### config.mk
export PLATFORM = sky130hd
export DESIGN_NAME = ahb_req_arbiter
export DESIGN_NICKNAME = d
export VERILOG_FILES = /design/src/rtl/ahb_arb_pkg.sv /design/src/rtl/ahb_req_arbiter_rr_picker.sv /design/src/rtl/ahb_req_arbiter.sv
export SDC_FILE = /design/constraint.sdc
export NUM_CORES = 1
export LEC_CHECK = 0
export BUFFER_PORTS_ARGS = -buffer_cell sky130_fd_sc_hd__buf_2
export CAP_MARGIN = 20
export CORE_AREA = 2 2 106 108
export DETAILED_ROUTE_END_ITERATION = 12
export DIE_AREA = 0 0 108 110
export PLACE_DENSITY = 0.66
export SLEW_MARGIN = 20
export SYNTH_ARGS = -nofsm -noshare
export SYNTH_HDL_FRONTEND = slang
export SYNTH_HIERARCHICAL = 1
export SYNTH_SLANG_ARGS = --single-unit
### constraint.sdc
create_clock -name i_clk -period 1.8 [get_ports i_clk]
set_input_delay 0.36 -clock i_clk [delete_from_list [all_inputs] [get_ports i_clk]]
set_output_delay 0.36 -clock i_clk [all_outputs]
set_load 0.005 [all_outputs]
### src/rtl/ahb_arb_pkg.sv
// Shared state encodings, default burst length and sizing helper for the AHB request arbiter.
package ahb_arb_pkg;

  typedef enum logic [1:0] {
    S_IDLE   = 2'b00,
    S_ISSUE  = 2'b01,
    S_ACTIVE = 2'b10,
    S_DONE   = 2'b11
  } arb_state_t;

  localparam int DEFAULT_BEATS = 4;

  // Index width that stays legal for a single requester.
  function automatic int idx_width(input int n);
    return (n > 1) ? $clog2(n) : 1;
  endfunction

endpackage

### src/rtl/ahb_req_arbiter_rr_picker.sv
// Combinational round-robin picker: first requester at or after ptr wins.
// Output is a one-hot grant plus its binary index; all-zero grant when nothing requests.
module rr_picker
  import ahb_arb_pkg::*;
#(
  parameter int NUM_REQ = 2,
  parameter int IW      = idx_width(NUM_REQ)
) (
  input  logic [NUM_REQ-1:0] req,
  input  logic [IW-1:0]      ptr,
  output logic [NUM_REQ-1:0] gnt,
  output logic [IW-1:0]      idx
);

  always_comb begin
    int          cand_i;
    logic [IW-1:0] cand;
    logic        found;
    gnt    = '0;
    idx    = '0;
    found  = 1'b0;
    cand_i = 0;
    cand   = '0;
    for (int off = 0; off < NUM_REQ; off++) begin
      cand_i = int'(ptr) + off;
      if (cand_i >= NUM_REQ) cand_i = cand_i - NUM_REQ;
      cand = IW'(cand_i);
      if (!found && req[cand]) begin
        found     = 1'b1;
        gnt[cand] = 1'b1;
        idx       = cand;
      end
    end
  end

endmodule

### src/rtl/ahb_req_arbiter.sv
// Round-robin arbiter multiplexing NUM_REQ requesters onto one AHB master port.
// Master request issues 1 cycle after a request is sampled in IDLE; beats are forwarded combinationally.
module ahb_req_arbiter
  import ahb_arb_pkg::*;
#(
  parameter int NUM_REQ    = 2,
  parameter int ADDR_WIDTH = 32,
  parameter int DATA_WIDTH = 32,
  parameter int BEATS      = DEFAULT_BEATS
) (
  input  logic                          i_clk,
  input  logic                          i_reset,
  input  logic [NUM_REQ-1:0]            i_rq_valid,
  input  logic [NUM_REQ-1:0]            i_rq_read,
  input  logic [NUM_REQ*ADDR_WIDTH-1:0] i_rq_addr,
  input  logic [NUM_REQ-1:0]            i_rq_wdata_valid,
  input  logic [NUM_REQ*DATA_WIDTH-1:0] i_rq_wdata,
  output logic [NUM_REQ-1:0]            o_rq_gnt,
  output logic [NUM_REQ-1:0]            o_rq_rdata_valid,
  output logic [DATA_WIDTH-1:0]         o_rq_rdata,
  output logic [NUM_REQ-1:0]            o_rq_done,
  output logic                          o_rq_err,
  output logic                          o_m_req_valid,
  output logic                          o_m_req_read,
  output logic [ADDR_WIDTH-1:0]         o_m_req_addr,
  output logic                          o_m_wdata_valid,
  output logic [DATA_WIDTH-1:0]         o_m_wdata,
  input  logic                          i_m_rddata_valid,
  input  logic [DATA_WIDTH-1:0]         i_m_rdata,
  input  logic                          i_m_busy,
  input  logic                          i_m_resp
);

  localparam int IW = idx_width(NUM_REQ);
  localparam int CW = $clog2(BEATS + 1);
  localparam logic [CW-1:0] BEATS_C = CW'(BEATS);

  arb_state_t state, state_nxt;

  logic [IW-1:0]         rr_ptr;
  logic [IW-1:0]         gnt_idx;
  logic [IW-1:0]         pick_idx;
  logic [NUM_REQ-1:0]    pick_gnt;
  logic                  pick_any;
  logic                  lat_read;
  logic [ADDR_WIDTH-1:0] lat_addr;
  logic [CW-1:0]         beat_cnt, cnt_nxt;
  logic                  err;
  logic                  busy_q;
  logic                  busy_seen;
  logic                  exit_act;

  logic [ADDR_WIDTH-1:0] rq_addr  [NUM_REQ];
  logic [DATA_WIDTH-1:0] rq_wdata [NUM_REQ];

  for (genvar g = 0; g < NUM_REQ; g++) begin : g_unpack
    assign rq_addr[g]  = i_rq_addr[g*ADDR_WIDTH +: ADDR_WIDTH];
    assign rq_wdata[g] = i_rq_wdata[g*DATA_WIDTH +: DATA_WIDTH];
  end

  rr_picker #(
    .NUM_REQ (NUM_REQ),
    .IW      (IW)
  ) u_picker (
    .req (i_rq_valid),
    .ptr (rr_ptr),
    .gnt (pick_gnt),
    .idx (pick_idx)
  );

  assign pick_any = |pick_gnt;

  always_ff @(posedge i_clk) begin
    if (i_reset) state <= S_IDLE;
    else         state <= state_nxt;
  end

  always_comb begin
    state_nxt        = state;
    o_rq_gnt         = '0;
    o_rq_rdata_valid = '0;
    o_rq_rdata       = '0;
    o_rq_done        = '0;
    o_rq_err         = 1'b0;
    o_m_req_valid    = 1'b0;
    o_m_req_read     = 1'b0;
    o_m_req_addr     = '0;
    o_m_wdata_valid  = 1'b0;
    o_m_wdata        = '0;
    cnt_nxt          = beat_cnt;
    exit_act         = 1'b0;
    case (state)
      S_IDLE: begin
        if (pick_any) state_nxt = S_ISSUE;
      end
      S_ISSUE: begin
        o_rq_gnt[gnt_idx] = 1'b1;
        o_m_req_valid     = 1'b1;
        o_m_req_read      = lat_read;
        o_m_req_addr      = lat_addr;
        state_nxt         = S_ACTIVE;
      end
      S_ACTIVE: begin
        o_rq_gnt[gnt_idx] = 1'b1;
        o_rq_rdata        = i_m_rdata;
        // Strobes beyond BEATS are swallowed so the master never sees an overlong burst.
        if (!lat_read && i_rq_wdata_valid[gnt_idx] && (beat_cnt < BEATS_C)) begin
          o_m_wdata_valid = 1'b1;
          o_m_wdata       = rq_wdata[gnt_idx];
          cnt_nxt         = beat_cnt + CW'(1);
        end
        if (lat_read && i_m_rddata_valid) begin
          o_rq_rdata_valid[gnt_idx] = 1'b1;
          if (beat_cnt < BEATS_C) cnt_nxt = beat_cnt + CW'(1);
        end
        if (busy_seen && busy_q && !i_m_busy) begin
          exit_act  = 1'b1;
          state_nxt = S_DONE;
        end
      end
      S_DONE: begin
        o_rq_gnt[gnt_idx]  = 1'b1;
        o_rq_done[gnt_idx] = 1'b1;
        o_rq_err           = err;
        state_nxt          = S_IDLE;
      end
      default: state_nxt = S_IDLE;
    endcase
    // Outputs are held quiet for the whole reset cycle, not just after the edge.
    if (i_reset) begin
      state_nxt        = S_IDLE;
      o_rq_gnt         = '0;
      o_rq_rdata_valid = '0;
      o_rq_rdata       = '0;
      o_rq_done        = '0;
      o_rq_err         = 1'b0;
      o_m_req_valid    = 1'b0;
      o_m_req_read     = 1'b0;
      o_m_req_addr     = '0;
      o_m_wdata_valid  = 1'b0;
      o_m_wdata        = '0;
      cnt_nxt          = '0;
      exit_act         = 1'b0;
    end
  end

  always_ff @(posedge i_clk) begin
    if (i_reset) begin
      rr_ptr    <= '0;
      gnt_idx   <= '0;
      lat_read  <= 1'b0;
      lat_addr  <= '0;
      beat_cnt  <= '0;
      err       <= 1'b0;
      busy_q    <= 1'b0;
      busy_seen <= 1'b0;
    end else begin
      busy_q <= i_m_busy;
      case (state)
        S_IDLE: begin
          if (pick_any) begin
            gnt_idx  <= pick_idx;
            lat_read <= i_rq_read[pick_idx];
            lat_addr <= rq_addr[pick_idx];
          end
        end
        S_ISSUE: begin
          beat_cnt  <= '0;
          err       <= 1'b0;
          busy_seen <= 1'b0;
        end
        S_ACTIVE: begin
          beat_cnt <= cnt_nxt;
          if (i_m_busy) busy_seen <= 1'b1;
          if (i_m_resp || (exit_act && (cnt_nxt != BEATS_C))) err <= 1'b1;
        end
        S_DONE: begin
          if (int'(gnt_idx) == NUM_REQ - 1) rr_ptr <= '0;
          else                              rr_ptr <= gnt_idx + IW'(1);
        end
        default: ;
      endcase
    end
  end

endmodule
Word-level counts from Yosys, hierarchy flattened
Index checks and enable logic that the tools add are counted.
Operators by class
  add/subtract/negate cells: 5
  reductions and logical operators: 22
  eq/ne operators: 8
  order comparisons: 12
  multiplexer cells: 67
  bitwise logic cells: 3
Operators by type and width (number)
  32-bit 2-to-1 mux: 13
  1-bit 2-to-1 mux: 31
  2-bit 2-to-1 mux: 11
  3-bit 2-to-1 mux: 5
  1-bit logical AND: 10
  1-bit by 2-bit < comparator with 1-bit output, second input constant: 4
  2-bit != test, second input constant: 4
  2-bit case mux with 4 select lines: 1
  2-bit AND reduction: 4
  2-bit >= comparator, second input constant: 3
  3-bit case mux with 2 select lines: 1
  2-bit equality test, second input constant: 2
  1-bit inverter with 2-bit output: 2
  1-bit case mux with 2 select lines: 2
  3-bit by 1-bit adder with 3-bit output, second input constant: 1
  1-bit demux with 1-bit select: 3
  1-bit >= comparator, second input constant: 3
  1-bit zero test: 3
  3-bit < comparator, second input constant: 1
  3-bit != test, second input constant: 1
  3-bit OR reduction: 1
  1-bit by 1-bit adder with 2-bit output, second input constant: 1
  2-bit by 1-bit equality test with 1-bit output, second input constant: 1
  1-bit by 2-bit >= comparator with 1-bit output, second input constant: 1
  7 further kinds: 8
Storage, ports and cells
  output and inout bits: 106
  bits of input ports: 171
  word-level logic and storage cells: 126
  register bits after elaboration: 43

Depth between registers and ports, before layout
Gate-level depths: netlist of the first run.
  word-level depth: 14
  gate-level depth with buffers: 7
  depth with buffers taken out: 6

By module
Netlist of the first run, hierarchy kept.
Modules (own cells, without submodules)
  ahb_req_arbiter: sequential area each 860.8 um^2, cells each 368, instances 1, area each 2985.4 um^2
  rr_picker: sequential area each 0.0 um^2, cells each 4, instances 1, area each 30.0 um^2

Worst setup path after synthesis of the first run
OpenSTA, ideal clock, no wires.
  path type: reg-to-output
  start: register state[0]
  end: output port o_rq_rdata[10]
  data arrival time: 1.520 ns
  cell stages (with the launch flop): 8
  setup slack: -0.080 ns
  path buffers: 2
  data required time: 1.440 ns
  path through: dfxtp_1 inv_1 ha_1 clkbuf_1 inv_1 nor2_1 clkbuf_1 and2_1
Between the ends
  longest elaborated chain between the ends: 3
Ends and longest elaborated chain
  start: declaration: line ahb_req_arbiter.sv:38  | arb_state_t state, state_nxt;
  start signal: assignment: line ahb_req_arbiter.sv:75  | else state <= state_nxt;
  2-bit equality test: line ahb_req_arbiter.sv:92  | case (state)
  32-bit 2-to-1 mux: line ahb_req_arbiter.sv:92
  32-bit 2-to-1 mux: line ahb_req_arbiter.sv:130  | if (i_reset) begin
  end: declaration: line ahb_req_arbiter.sv:20  | output logic [DATA_WIDTH-1:0] o_rq_rdata,
Every way passes these cells.

Final worst setup path of the first run
  start: register state[0]
  end: output port o_m_wdata[7]
Between the ends
  longest elaborated chain between the ends: 3
Ends and longest elaborated chain
  2-bit equality test: line ahb_req_arbiter.sv:92
  32-bit 2-to-1 mux: line ahb_req_arbiter.sv:92
  32-bit 2-to-1 mux: line ahb_req_arbiter.sv:130
  end: declaration: line ahb_req_arbiter.sv:27  | output logic [DATA_WIDTH-1:0] o_m_wdata,
Every way passes these cells.

==> flow_metrics.py, run 1 <==
metrics = {
    "worst_setup_path": {
        "cp-end-kind": "output pin",
        "timing.critical_path.fanout_max": 33,
        "crit_arrival_ps": 1840,
        "reg_to_reg_slack_setup_ps": 90,
        "cp-start-kind": "flip-flop",
        "timing_worst_setup_path_type": "flip-flop to output pin",
        "critPathRequiredTime_ps": 1440,
        "worst-r2r-cell-count": 9,
        "worst_r2r_endpoint": "lat_addr[13]",
        "reg2reg_from": "state[1]",
    },
    "clock_network": {
        "cts-buffers-inserted": 5,
        "clock_sink_count": 43,
        "cts.clk_slew.worst_paths_ps": 80,
        "cts_tree": "yes",
        "htree_num_levels": 2,
        "ctsLongestPathBuffers": 2,
        "worst_skew_pair.late_latency_ps": 290,
        "hold_bufs_inserted_after_cts": 0,
        "cts_root_buffer": "sky130_fd_sc_hd__clkbuf_8",
    },
    "power": {
        "power_density_nw_per_um2": 854,
        "vdd_ir_drop_max_uv": 444,
        "switching_power_uw": 1750,
        "power_switching_share_pct": 36.6,
        "cellLeakagePower_uw": 0.00274,
        "internal_power_uw": 3030,
        "clock_power_share_pct": 14.2,
        "p_seq_share_pct": 28.9,
        "combPwrFrac_pct": 56.9,
    },
    "detailed_routing": {
        "pre_antenna_drt_iters": 4,
        "route.detailed.wl_per_inst_um": 15.2,
        "detailedRoute.firstIterationViolations": 181,
        "total_wire_length_um": 12200,
        "routed_via_density": 4.69,
        "routed_vias": 3779,
        "post-route-drc-count": 0,
        "drtAntennaViolNets": 0,
    },
    "min_path": {
        "holdCritStartpoint": "i_m_busy",
        "holdPathEnd": "busy_q",
        "hold_path_depth": 2,
        "min_delay_worst_type": "input pin to flip-flop",
    },
    "global_route": {
        "grt_use_total_pct": 17.3,
        "antenna_violations_before_repair": 0,
        "grt_pass1_wl_um": 16300,
        "grt.overflow.total": 0,
        "vias_in_the_first_global_route": 3433,
        "grt_start_max_net_pins": 53,
    },
    "yosys": {
        "synthDominantAreaCellType": "sky130_fd_sc_hd__dfxtp_1",
        "synthTopCellsByArea": "sky130_fd_sc_hd__dfxtp_1 (29%), sky130_fd_sc_hd__mux2i_1 (23%), sky130_fd_sc_hd__and2_1 (13%), sky130_fd_sc_hd__nor2_1 (9.3%), sky130_fd_sc_hd__a211oi_1 (9.0%)",
        "ys_async_sr_fraction_pct": 0,
        "ys_dominant_reg_cell": "sky130_fd_sc_hd__dfxtp_1",
        "synth_top_area_share_pct": 28.5,
        "postSynthRegisterBits": 43,
        "synth.avg_cell_area_sq_um": 8.11,
        "count_of_flip_flops_with_a_built_in_enable_after_synthesis": 0,
        "synth-seq-area-share_pct": 28.5,
        "synthesis.nets": 549,
        "synth_area_sq_um": 3020,
        "synth_cell_type_count": 32,
        "yosysWarnings": 6,
        "syn_inst": 372,
    },
    "sta": {
        "timing.final.crit_share_pct": 122,
        "finalSetupTns_ps": -28060,
        "finalMaxSlewViolations": 0,
        "transition_time_of_the_tightest_slew_check_pin_ps": 361,
        "fin_worst_skew_ps": 4.41,
        "final-setup-viol-count": 105,
        "postLayoutSetupSlackWorst_ps": -405,
        "max_slew_margin_pct": 75.9,
        "post-route-min-period_ps": 2200,
        "fmax_mhz": 454,
        "hold_violations": 0,
        "rsz_0062_raised_after_global_routing": "yes",
    },
    "final_layout": {
        "num-nets-final": 841,
        "post-route-util_pct": 52.3,
        "finish.cell_count_without_fillers": 805,
        "num_antenna_cells": 0,
        "drive_gt1_share_pct": 60.8,
        "postLayoutCellArea_sq_um": 5600,
        "area_growth_syn_to_layout_pct": 85.6,
    },
    "status": {
        "violations": "negative setup slack",
        "outcome": "finished, violations left",
    },
    "die": {
        "initial_utilization_pct": 28.2,
        "dieWidth_um": 108,
        "ioPinCount": 277,
        "std_cell_rows": 38,
        "fp.dieArea_sq_um": 11900,
        "die_height_um": 110,
        "coreArea_sq_um": 10700,
    },
    "placement": {
        "pre_cts_ws_ps": -117,
        "place.detailed.hpwl_um": 8900,
        "port_buffers": 276,
        "dpl_cell_area_sq_um": 4700,
        "cell_count_after_placement": 779,
        "place_congestion": 0.828,
    },
    "flow_run": {
        "cap_violations": 0,
    },
}
## cell usage after synthesis, types with 2 or more instances
master	number
sky130_fd_sc_hd__o21ai_0	2
sky130_fd_sc_hd__and2_1	64
sky130_fd_sc_hd__mux2i_1	69
sky130_fd_sc_hd__nor3b_1	4
sky130_fd_sc_hd__nor2b_1	2
sky130_fd_sc_hd__buf_6	3
sky130_fd_sc_hd__nand2_1	3
sky130_fd_sc_hd__a31oi_1	2
sky130_fd_sc_hd__nor2_1	75
sky130_fd_sc_hd__a21boi_1	2
sky130_fd_sc_hd__buf_1	6
sky130_fd_sc_hd__nor3_1	5
sky130_fd_sc_hd__ha_1	6
sky130_fd_sc_hd__dfxtp_1	43
sky130_fd_sc_hd__inv_1	8
sky130_fd_sc_hd__nand3b_1	3
sky130_fd_sc_hd__a211oi_1	36
sky130_fd_sc_hd__clkbuf_1	16
sky130_fd_sc_hd__nand2b_1	3
sky130_fd_sc_hd__a21oi_1	3
sky130_fd_sc_hd__buf_2	6
## cell families after synthesis
family          synth area share [%]
mux                             22.9
compound gates                  11.9
simple gates                    28.1
buf+inv                         6.10
flops                           28.5
fa+ha+maj                       2.49
## power by group through the flow
stage	sequential, uW	clock (uW)	combinational (uW)
2_1_floorplan	1350	0	1200
3_3_place_gp	1370	0	1940
3_5_place_dp	1380	0	1990
4_1_cts	1380	700	2370
5_1_grt	1420	748	2950
6_report	1380	680	2720
## flip-flops by register name (all words and copies together), names as in the netlist
signal     count
lat_addr      32
state          2
busy_seen      1
beat_cnt       3
busy_q         1
err            1
lat_read       1
rr_ptr         1
gnt_idx        1
## metal layers
| layer | vias to the layer above | part of all wire, % | global-route usage [%] |
|---|---|---|---|
| met2 | 156 | 53 | 32.0 |
| met5 | - | 0 | 0 |
| met4 | 0 | 1.3 | 3.48 |
| met3 | 11 | 7.4 | 4.00 |
| met1 | 1757 | 39 | 20.4 |
| li1 | 1855 | - | - |
## area by class of cell
cell class                      instances  area [sq um]
Clock buffer                            8           100
Tap cell                              140           175
Inverter                                8          40.0
Multi-Input combinational cell        289          2260
Fill cell                             982          5100
Sequential cell                        43           867
Timing Repair Buffer                  317          2150
## per-stage QoR
step           hold WS (ps)  total power (uW)
2_1_floorplan           450              2550
3_3_place_gp            463              3310
3_5_place_dp            468              3370
4_1_cts                 310              4450
5_1_grt                 315              5110
6_report                316              4780
## layout by cell type (no fill, tap or decap), types with 5 or more instances in the layout
| master | n |
|---|---|
| sky130_fd_sc_hd__nor2_4 | 5 |
| sky130_fd_sc_hd__mux2i_1 | 69 |
| sky130_fd_sc_hd__buf_4 | 19 |
| sky130_fd_sc_hd__buf_6 | 68 |
| sky130_fd_sc_hd__a211oi_1 | 36 |
| sky130_fd_sc_hd__dfxtp_1 | 40 |
| sky130_fd_sc_hd__and2_1 | 13 |
| sky130_fd_sc_hd__nor2_1 | 68 |
| sky130_fd_sc_hd__and2_4 | 51 |
| sky130_fd_sc_hd__buf_2 | 224 |
| sky130_fd_sc_hd__clkbuf_8 | 7 |
## critical path, cell delays in order, from the launching register on
cell and delay [ps]:
sky130_fd_sc_hd__dfxtp_2 330, sky130_fd_sc_hd__inv_2 70, sky130_fd_sc_hd__ha_4 150, sky130_fd_sc_hd__nand2b_4 60
sky130_fd_sc_hd__or4_4 490, sky130_fd_sc_hd__buf_12 190, sky130_fd_sc_hd__nor2_1 130, sky130_fd_sc_hd__buf_2 120
## what timing repair did
action / CTS / global route
setup buffers: 7 / 7
gates cloned: 7 / 1
pin swaps: 43 / 20
endpoints found under the setup margin: 101 / 107
gates resized for setup: 91 / 67
## worst max path at each step
stage | slack, ps | startpoint | to | depth (start not counted)
floorplan | -40 | i_reset | o_m_wdata[10] | 6
global placement | -80 | i_reset | o_m_wdata[3] | 6
detailed placement | -120 | i_reset | o_m_wdata[7] | 6
CTS | -400 | state[0] | o_m_wdata[7] | 7
global route | -470 | state[0] | o_m_wdata[27] | 7
finish | -400 | state[0] | o_m_wdata[7] | 7
Note: power is estimated with default switching activity, not from simulation.
==> inputs of run 2 (changes only) <==
==> constraint.sdc (replaced) <==
create_clock -name i_clk -period 1.8 [get_ports i_clk]
set_input_delay 0.18 -clock i_clk [delete_from_list [all_inputs] [get_ports i_clk]]
set_output_delay 0.18 -clock i_clk [all_outputs]
set_load 0.005 [all_outputs]
==> run 2 against run 1 <==
The flow still finishes with violations (negative setup slack). Register-to-register slack better by 50 ps. First-iteration DRC count is 35% lower. Combinational power is 14% lower. Sequential share of layout area is 0.94 points higher. Fmax is 8.1% higher. Clock power hardly changed. Total power is 8.0% lower. Non-clock buffer count is 13 lower. Critical path type unchanged. Largest power group unchanged. Highest routed layer unchanged.
==> flow_metrics.py, run 2 (synthesized netlist as in run 1, its figures left out) <==
metrics = {
    "status": {
        "outcome": "finished, violations left",
        "violations": "negative setup slack",
    },
    "detailed_routing": {
        "routed_vias": 3719,
        "route.detailed.wl_per_inst_um": 15.1,
        "total_wire_length_um": 12000,
        "detailedRoute.firstIterationViolations": 117,
        "pre_antenna_drt_iters": 7,
        "routed_via_density": 4.70,
        "post-route-drc-count": 0,
        "drtAntennaViolNets": 0,
    },
    "global_route": {
        "grt.overflow.total": 0,
        "grt_pass1_wl_um": 16400,
        "grt_use_total_pct": 17.6,
        "antenna_violations_before_repair": 0,
        "grt_start_max_net_pins": 62,
        "vias_in_the_first_global_route": 3423,
    },
    "worst_setup_path": {
        "cp-start-kind": "flip-flop",
        "reg2reg_from": "state[0]",
        "cp-end-kind": "output pin",
        "crit_chain": "inv_2 -> ha_4 -> nand2b_4 -> or4_4 -> buf_12 -> nor2_1 -> buf_2",
        "timing.critical_path.fanout_max": 33,
        "critPathRequiredTime_ps": 1620,
        "critical-path-max-stage-delay_ps": 490,
        "critical-path-slowest-cell": "sky130_fd_sc_hd__or4_4",
        "reg_to_reg_slack_setup_ps": 140,
        "worst_r2r_endpoint": "state[0]",
        "timing_worst_setup_path_type": "flip-flop to output pin",
        "crit_arrival_ps": 1860,
        "worst-r2r-cell-count": 9,
    },
    "power": {
        "clock_power_share_pct": 15.5,
        "cellLeakagePower_uw": 0.00263,
        "p_seq_share_pct": 31.2,
        "switching_power_uw": 1610,
        "totalPowerFinal_uw": 4400,
        "internal_power_uw": 2790,
        "vdd_ir_drop_max_uv": 442,
        "power_switching_share_pct": 36.5,
        "combPwrFrac_pct": 53.3,
        "power_density_nw_per_um2": 836,
    },
    "final_layout": {
        "final_common_cell": "sky130_fd_sc_hd__buf_2",
        "final_cell_mix": "sky130_fd_sc_hd__buf_2 (242), sky130_fd_sc_hd__mux2i_1 (69), sky130_fd_sc_hd__nor2_1 (68), sky130_fd_sc_hd__buf_6 (42), sky130_fd_sc_hd__dfxtp_1 (40)",
        "top_flop_regs": "lat_addr (32), beat_cnt (3), state (2)",
        "post-route-util_pct": 49.2,
        "num_antenna_cells": 0,
        "largest-register": "lat_addr",
        "largest_reg_flops": 32,
        "area_growth_syn_to_layout_pct": 74.4,
        "num-nets-final": 828,
        "drive_gt1_share_pct": 56.6,
        "finish.cell_count_without_fillers": 792,
        "postLayoutCellArea_sq_um": 5260,
    },
    "die": {
        "coreArea_sq_um": 10700,
        "fp.dieArea_sq_um": 11900,
        "die_height_um": 110,
        "initial_utilization_pct": 28.2,
        "ioPinCount": 277,
        "std_cell_rows": 38,
        "dieWidth_um": 108,
    },
    "min_path": {
        "hold_path_depth": 2,
        "holdCritStartpoint": "i_m_busy",
        "min_delay_worst_type": "input pin to flip-flop",
        "holdPathEnd": "busy_q",
    },
    "clock_network": {
        "clock_sink_count": 43,
        "htree_num_levels": 2,
        "hold_bufs_inserted_after_cts": 0,
        "cts-buffers-inserted": 5,
        "cts_tree": "yes",
        "ctsLongestPathBuffers": 2,
        "cts_root_buffer": "sky130_fd_sc_hd__clkbuf_8",
        "worst_skew_pair.late_latency_ps": 290,
        "cts.clk_slew.worst_paths_ps": 90,
    },
    "sta": {
        "final-setup-viol-count": 99,
        "fmax_mhz": 490,
        "finalMaxSlewViolations": 0,
        "post-route-min-period_ps": 2040,
        "rsz_0062_raised_after_global_routing": "yes",
        "fin_worst_skew_ps": 10.1,
        "timing.final.crit_share_pct": 113,
        "transition_time_of_the_tightest_slew_check_pin_ps": 314,
        "postLayoutSetupSlackWorst_ps": -239,
        "hold_slack_ps": 141,
        "hold_violations": 0,
        "max_slew_margin_pct": 78.5,
    },
    "flow_run": {
        "cap_violations": 0,
    },
    "placement": {
        "place.detailed.hpwl_um": 8780,
        "port_buffers": 276,
        "dpl_cell_area_sq_um": 4600,
        "place_congestion": 0.760,
        "cell_count_after_placement": 772,
    },
}
==> run 2: cell types whose count changed in the layout (fill, tap and decap cells not counted), sizes merged <==
cell / previous run / this run
buf: 316 / 302
clkbuf: 9 / 10
==> run 2: critical path, delay by kind of cell (launching register included) <==
family | cells | cell delay, ps
and+or+nand+nor | 3 | 670
buffers and inverters | 3 | 390
adders and majority gates | 1 | 150
DFF | 1 | 340
==> run 2: power by group through the flow <==
stage | logic, uW | clock network [uW] | registers [uW]
floorplan | 1170 | 0 | 1340
global placement | 1850 | 0 | 1370
detailed placement | 1880 | 0 | 1380
CTS | 2180 | 707 | 1370
global route | 2580 | 745 | 1410
finish | 2340 | 681 | 1370
==> run 2: final cells by class <==
| type | instances | area, sq um |
|---|---|---|
| clock buffer | 8 | 100 |
| fill | 1012 | 5440 |
| inverter | 8 | 37.5 |
| multi-input combinational | 289 | 2140 |
| sequential | 43 | 865 |
| tap | 140 | 175 |
| timing repair buffer | 304 | 1940 |
==> run 2: worst max-delay path by stage <==
stage / startpoint / slack (ps) / endpoint / cells after the start
after floorplan: state[0] / 100 / o_rq_rdata[10] / 7
after global placement: state[0] / 110 / o_m_wdata[1] / 7
after detailed placement: state[0] / 30 / o_m_wdata[20] / 7
after CTS: state[0] / -230 / o_m_wdata[20] / 7
after global routing: state[0] / -320 / o_m_wdata[5] / 7
final: state[0] / -240 / o_m_wdata[4] / 7
==> run 2: metal layers <==
layer	wire, um	GRT usage [%]	part of all wire, %
met1	4490	19.4	37
met2	6340	33.6	53
met3	930	3.88	7.8
met4	208	5.13	1.7
met5	0	0	0
==> run 2: metrics by stage <==
step | worst slack, ps | setup TNS (ps)
2_1_floorplan | 99.8 | 0
3_3_place_gp | 107 | 0
3_5_place_dp | 33.1 | 0
4_1_cts | -229 | -10270
5_1_grt | -319 | -19430
6_report | -239 | -12180
==> run 2: what timing repair did <==
item,in CTS,in global routing
pin swaps,27,10
endpoints found under the setup margin,98,99
gates resized for setup,71,38
cloned,4,2
buffers inserted,6,2
